### src/rtl/prog_loader.sv
// Boot loader for the pipelined RISC-V core: byte stream -> big-endian
// 32-bit words -> instruction/data memory from word 0 upward. The core is
// held until the HALT word has been written, then released with a
// one-cycle start pulse.
//
// Optional build macro: PROG_LOADER_CHECKSUM_EN
//   When defined, the HALT word is followed by one checksum byte that must
//   equal the XOR of every load byte (HALT word included) before the core
//   is released.
//
// state  | meaning
// -------+-----------------------------------------------------------
// IDLE   | after reset, core held, stream not ready
// LOAD   | accepting bytes, writing one word per 4 bytes
// CHK    | (checksum build only) waiting for the checksum byte
// DONE   | program loaded, core released (start pulse on first cycle)
// ERR    | overflow, timeout or bad checksum; core held, flag raised

module prog_loader #(
   parameter int          ADDR_W    = 10,
   parameter int          MEM_DEPTH = 1024,
   parameter logic [31:0] HALT_WORD = 32'hfc000000,
   parameter int          TIMEOUT   = 4096
) (
   input  logic              clk1,
   input  logic              rst_n,
   input  logic              load_start,
   input  logic              in_valid,
   input  logic [7:0]        in_data,
   output logic              in_ready,
   output logic              mem_we,
   output logic [ADDR_W-1:0] mem_addr,
   output logic [31:0]       mem_wdata,
   output logic              core_hold,
   output logic              core_start,
   output logic [ADDR_W:0]   word_count,
   output logic              load_err
);

   localparam int              TMR_W    = (TIMEOUT > 2) ? $clog2(TIMEOUT) : 1;
   localparam logic [TMR_W-1:0] TMR_LOAD = TMR_W'(TIMEOUT - 1);
   localparam logic [ADDR_W:0]  LAST_CNT = (ADDR_W + 1)'(MEM_DEPTH - 1);

   typedef enum logic [2:0] {
      S_IDLE = 3'd0,
      S_LOAD = 3'd1,
      S_DONE = 3'd2,
      S_ERR  = 3'd3
`ifdef PROG_LOADER_CHECKSUM_EN
      ,
      S_CHK  = 3'd4
`endif
   } state_t;

   state_t            state_q;
   state_t            state_d;
   logic [1:0]        byte_idx_q;
   logic [23:0]       shreg_q;
   logic [ADDR_W-1:0] addr_q;
   logic [ADDR_W:0]   count_q;
   logic              we_q;
   logic [31:0]       wdata_q;
   logic [TMR_W-1:0]  tmr_q;
   logic              done_seen_q;

   logic              hs;
   logic              halt_wr;
   logic              full_wr;
   logic              tmr_tc;
   logic              tmr_run;

`ifdef PROG_LOADER_CHECKSUM_EN
   logic [7:0]        xor_q;
`endif

   // The write cycle that carries the HALT word (or the last writable word)
   // closes the stream in that same cycle so no trailing byte is swallowed.
   assign halt_wr = we_q && (wdata_q == HALT_WORD);
   assign full_wr = we_q && (count_q == LAST_CNT);
   assign tmr_tc  = (tmr_q == '0);
   assign hs      = in_valid && in_ready;

`ifdef PROG_LOADER_CHECKSUM_EN
   assign tmr_run = (state_q == S_LOAD) || (state_q == S_CHK);
`else
   assign tmr_run = (state_q == S_LOAD);
`endif

   assign mem_we     = we_q;
   assign mem_addr   = addr_q;
   assign mem_wdata  = wdata_q;
   assign word_count = count_q;
   assign core_hold  = (state_q != S_DONE);
   assign core_start = (state_q == S_DONE) && !done_seen_q;
   assign load_err   = (state_q == S_ERR);

   // Stream ready; load_start wins over a byte offered in the same cycle.
   always_comb begin
      in_ready = 1'b0;
      case (state_q)
         S_LOAD:  in_ready = !(halt_wr || full_wr) && !load_start;
`ifdef PROG_LOADER_CHECKSUM_EN
         S_CHK:   in_ready = !load_start;
`endif
         default: in_ready = 1'b0;
      endcase
   end

   // Next-state logic.
   always_comb begin
      state_d = state_q;
      case (state_q)
         S_IDLE: begin
            if (load_start) state_d = S_LOAD;
         end
         S_LOAD: begin
            if (load_start) begin
               state_d = S_LOAD;
            end else if (halt_wr) begin
`ifdef PROG_LOADER_CHECKSUM_EN
               state_d = S_CHK;
`else
               state_d = S_DONE;
`endif
            end else if (full_wr) begin
               state_d = S_ERR;
            end else if (!hs && tmr_tc) begin
               state_d = S_ERR;
            end
         end
`ifdef PROG_LOADER_CHECKSUM_EN
         S_CHK: begin
            if (load_start) begin
               state_d = S_LOAD;
            end else if (hs) begin
               state_d = (in_data == xor_q) ? S_DONE : S_ERR;
            end else if (tmr_tc) begin
               state_d = S_ERR;
            end
         end
`endif
         S_DONE: begin
            if (load_start) state_d = S_LOAD;
         end
         S_ERR: begin
            if (load_start) state_d = S_LOAD;
         end
         default: state_d = S_IDLE;
      endcase
   end

   // State register plus the flag that limits core_start to one cycle.
   always_ff @(posedge clk1 or negedge rst_n) begin
      if (!rst_n) begin
         state_q     <= S_IDLE;
         done_seen_q <= 1'b0;
      end else begin
         state_q     <= state_d;
         done_seen_q <= (state_q == S_DONE);
      end
   end

   // Byte packing, word write, address/count and idle timer.
   // The 4th byte lands the word in wdata_q while shreg_q is free to start
   // the next word, so the stream never stalls for the write.
   always_ff @(posedge clk1 or negedge rst_n) begin
      if (!rst_n) begin
         byte_idx_q <= '0;
         shreg_q    <= '0;
         addr_q     <= '0;
         count_q    <= '0;
         we_q       <= 1'b0;
         wdata_q    <= '0;
         tmr_q      <= '0;
      end else if (load_start) begin
         byte_idx_q <= '0;
         shreg_q    <= '0;
         addr_q     <= '0;
         count_q    <= '0;
         we_q       <= 1'b0;
         tmr_q      <= TMR_LOAD;
      end else begin
         we_q <= 1'b0;
         if (we_q) begin
            addr_q  <= addr_q + 1'b1;
            count_q <= count_q + 1'b1;
         end
         if (hs) begin
            tmr_q <= TMR_LOAD;
            if (state_q == S_LOAD) begin
               shreg_q    <= {shreg_q[15:0], in_data};
               byte_idx_q <= byte_idx_q + 1'b1;
               if (byte_idx_q == 2'd3) begin
                  we_q    <= 1'b1;
                  wdata_q <= {shreg_q, in_data};
               end
            end
         end else if (tmr_run && !tmr_tc) begin
            tmr_q <= tmr_q - 1'b1;
         end
      end
   end

`ifdef PROG_LOADER_CHECKSUM_EN
   // Running XOR of every byte accepted while loading.
   always_ff @(posedge clk1 or negedge rst_n) begin
      if (!rst_n) begin
         xor_q <= '0;
      end else if (load_start) begin
         xor_q <= '0;
      end else if (hs && (state_q == S_LOAD)) begin
         xor_q <= xor_q ^ in_data;
      end
   end
`endif

endmodule
### config.mk
export PLATFORM = sky130hd
export DESIGN_NAME = prog_loader
export DESIGN_NICKNAME = d
export VERILOG_FILES = /design/src/rtl/prog_loader.sv
export SDC_FILE = /design/constraint.sdc
export NUM_CORES = 1
export LEC_CHECK = 0
export BUFFER_PORTS_ARGS = -buffer_cell sky130_fd_sc_hd__clkbuf_2
export CAP_MARGIN = 5
export CORE_MARGIN = 1.5
export CORE_UTILIZATION = 63
export CTS_BUF_LIST = sky130_fd_sc_hd__clkbuf_2 sky130_fd_sc_hd__clkbuf_4 sky130_fd_sc_hd__clkbuf_8
export CTS_CLUSTER_DIAMETER = 50
export DETAILED_ROUTE_END_ITERATION = 12
export HOLD_SLACK_MARGIN = 0.08
export PLACE_DENSITY = 0.88
export SKIP_CTS_REPAIR_TIMING = 1
export SYNTH_ARGS = -nofsm -noshare
export SYNTH_HDL_FRONTEND = slang
export SYNTH_SLANG_ARGS = --single-unit
### constraint.sdc
create_clock -name clk1 -period 5.4 [get_ports clk1]
set_input_delay 1.08 -clock clk1 [delete_from_list [all_inputs] [get_ports clk1]]
set_output_delay 1.08 -clock clk1 [all_outputs]
set_load 0.02 [all_outputs]
==> metrics.md <==
| Metric | Value |
|---|---|
| R2R Setup Slk | 2.48 ns |
| Share of layout cells above drive strength 1 | 36.10% |
| CP Capture Type | output pin |
| Drt first pass iters | 4 |
| Outcome | finished clean |
| Area growth, synth to finish | 13.83% |
| Cell leakage power | 0.002357 uW |
| Clk_skew | 0.01474 ns |
| WP buf/inv | 1 |
| Clock-pin slew on the worst setup and hold paths | 0.09 ns |
| Worst r2r src | mem_we |
| GR Util met3 | 6.064% |
| Clock Latency Late Sink | 0.36 ns |
| Post-route DRC | 0 |
| Hold crit path type | reg2reg |
| Mapped cell area | 4307 sq um |
| Vias in the first global route | 2884 |
| Initial DRC Count | 194 |
| ANT nets after route | 0 |
| Root Buffer | clkbuf_8 |
| Worst path top cell family by delay | simple AND/OR/NAND/NOR gates |
| F_max | 304.8 MHz |
| Synth cell types | 39 |
| Mapped Nets | 365 |
| Post-synthesis sequential area ratio | 55.20% |
| Largest net degree at the start of global routing | 66 |
| Final hold violations | 0 |
| Worst-Margin Slew | 1.112 ns |
| Max_slew headroom | 25.65% |
| CTS Buffer Depth | 2 |
| P per Cell Area | 305.9 nW/um^2 |
| Max Slew Vio Count | 0 |
| Avg Inst Size Synth | 12.34 sq um |
| Gate count after technology mapping | 349 |
| Final worst-path cycle share | 60.75% |
| CP startpoint kind | flop |
| First-pass GRT wire length | 14200 um |
| Ys Warns | 0 |
| Met1 Usage GRT | 33.84% |
| GR Util met2 | 40.01% |
| RSZ-0062 raised after global routing | false |
| WS Path Type | reg2out |
| Critical Path AT | 2.20 ns |
| Final setup violation count | 0 |
| #FFs+latches synth | 95 |
| WP data required | 4.32 ns |
| Max-cap violations | 0 |
| Die Area | 7341 sq um |
| Vias | 2863 |
| Core Util, Final | 75.48% |
| Antenna violations before repair | 0 |
| Final nets | 434 |
| CTS tree | done |
| Final wirelength | 8458 um |
| Initial core utilization | 66.31% |
| Peak supply drop | 267.1 uV |
| RR Endpoint | shreg_q[8] |
| Area after DPL | 4683 sq um |
| # diodes | 0 |
| Worst-path maximum fanout | 11 |
| Core area | 6495 sq um |
| I/O pin total | 70 |
| Die height | 85.68 um |
| Routed WL per cell | 16.98 um |
| Drt via density | 5.749 |
| Cells on Worst Hold Path | 1 |
| GP Congestion | 0.8382 |
| R2R depth | 6 |
| Row Count | 29 |
| Synth Flop Type | dfrtp_1 |
| # port buffers | 69 |
| Hold endpoint | mem_wdata[26] |
| CTS Sinks | 95 |
| # H-tree levels | 3 |
| Num CTS Buffers | 9 |
| Final Power | 1499 uW |
| GRT Total Usage | 25.08% |
| Final instance area | 4902 sq um |
| Number of synthesized flops with an enable pin | 0 |
| Post-DP HPWL | 5743 um |
| Sum of negative setup slack | 0 ns |
| Min Tclk post-route | 3.281 ns |
| Most used routing layer | met2 |
| Die width | 85.68 um |
| Post-synth ARST share | 100.0% |
| Largest stage delay on the critical path | 0.66 ns |
| Worst-path cell chain | nand2_2, nor2_1, and4bb_1, nor4_1, clkbuf_2 |
| Slowest CP cell | dfrtp_1 |
| Total global routing overflow | 0 |
| Hold Path Origin | shreg_q[18] |
how the worst max path moves through the flow:
stage,start,end,cells after the start
3_5_place_dp,load_start,in_ready,4
3_3_place_gp,load_start,in_ready,4
5_1_grt,mem_we,in_ready,5
2_1_floorplan,load_start,in_ready,3
4_1_cts,mem_we,in_ready,5
6_report,mem_we,in_ready,5
flip-flops by register name (all words and copies together) (netlist names):
signal / cells
tmr_q: 12
shreg_q: 24
mem_wdata: 32
mem_we: 1
state_q: 2
byte_idx_q: 2
mem_addr: 10
done_seen_q: 1
word_count: 11
power breakdown:
part | internal [uW] | total (uW) | switching [uW]
registers | 757 | 797 | 39.5
clock network | 281 | 513 | 232
logic | 77.5 | 190 | 112
total | 1120 | 1500 | 384
kinds of logic (layout without fill, tap and decap cells):
logic type      count (synthesis)  in the layout  synth area share, %
compound gates                  9              9                1.627
xor+xnor                       27             27                5.491
fa+ha+maj                       4              4                1.162
buf+inv                        21             93                3.080
flops                          95             95                55.20
mux                            60             60                15.60
simple gates                  133            133                17.84
synthesized netlist by cell type (2+ instances only):
cell,n,area [sq um]
nand4_1,12,75.07
nor2b_1,26,162.7
xnor2_1,15,131.4
and4_1,2,17.52
a21oi_1,2,10.01
or3_1,11,68.82
mux2i_1,3,30.03
dfrtp_1,95,2377
nor4_1,8,50.05
nand3_1,5,25.02
mux2_2,57,641.9
xor2_1,12,105.1
nand2b_1,3,18.77
nor3_1,7,35.03
o2111ai_1,2,17.52
nand2_1,11,41.29
nor2_1,35,131.4
buf_6,7,78.83
nor3_2,2,20.02
ha_1,4,50.05
inv_1,6,22.52
clkbuf_1,7,26.28
metrics by stage:
stage | setup WS [ns] | hold WS, ns | instances
6_report | 2.119 | 0.4981 | 498
5_1_grt | 1.932 | 0.5283 | 498
4_1_cts | 2.126 | 0.5029 | 498
3_5_place_dp | 2.223 | 0.4886 | 484
3_3_place_gp | 2.263 | 0.4794 | 484
2_1_floorplan | 2.150 | 0.4562 | 349
routing by layer:
metal,vias to the layer above,routed length (um)
met5,-,0
met4,0,127
met3,16,325
met2,67,4308
met1,1435,3697
li1,1345,-
area by class of cell:
type / instances / area [sq um]
Inverter: 6 / 22.52
Multi-Input combinational cell: 233 / 1809
Clock buffer: 11 / 151.4
Timing Repair Buffer: 73 / 377.9
Fill cell: 422 / 1593
Clock inverter: 3 / 67.56
Sequential cell: 95 / 2377
Tap cell: 77 / 96.34
cells in the final DEF, fill, tap and decap left out, types with 2 or more instances in the layout:
master,Yosys,layout
nand2b_1,3,3
a21oi_1,2,2
nor2_1,35,35
nand4_1,12,12
and4_1,2,2
clkbuf_8,0,11
xor2_1,12,12
clkbuf_2,0,68
inv_1,6,6
buf_4,0,5
nor4_1,8,8
mux2_2,57,57
nor3_1,7,7
mux2i_1,3,3
ha_1,4,4
dfrtp_1,95,95
nand2_1,11,11
nor2b_1,26,26
nand3_1,5,5
or3_1,11,11
xnor2_1,15,15
o2111ai_1,2,2
nor3_4,1,3
bufinv_16,0,2
(Power assumes the default switching activity.)
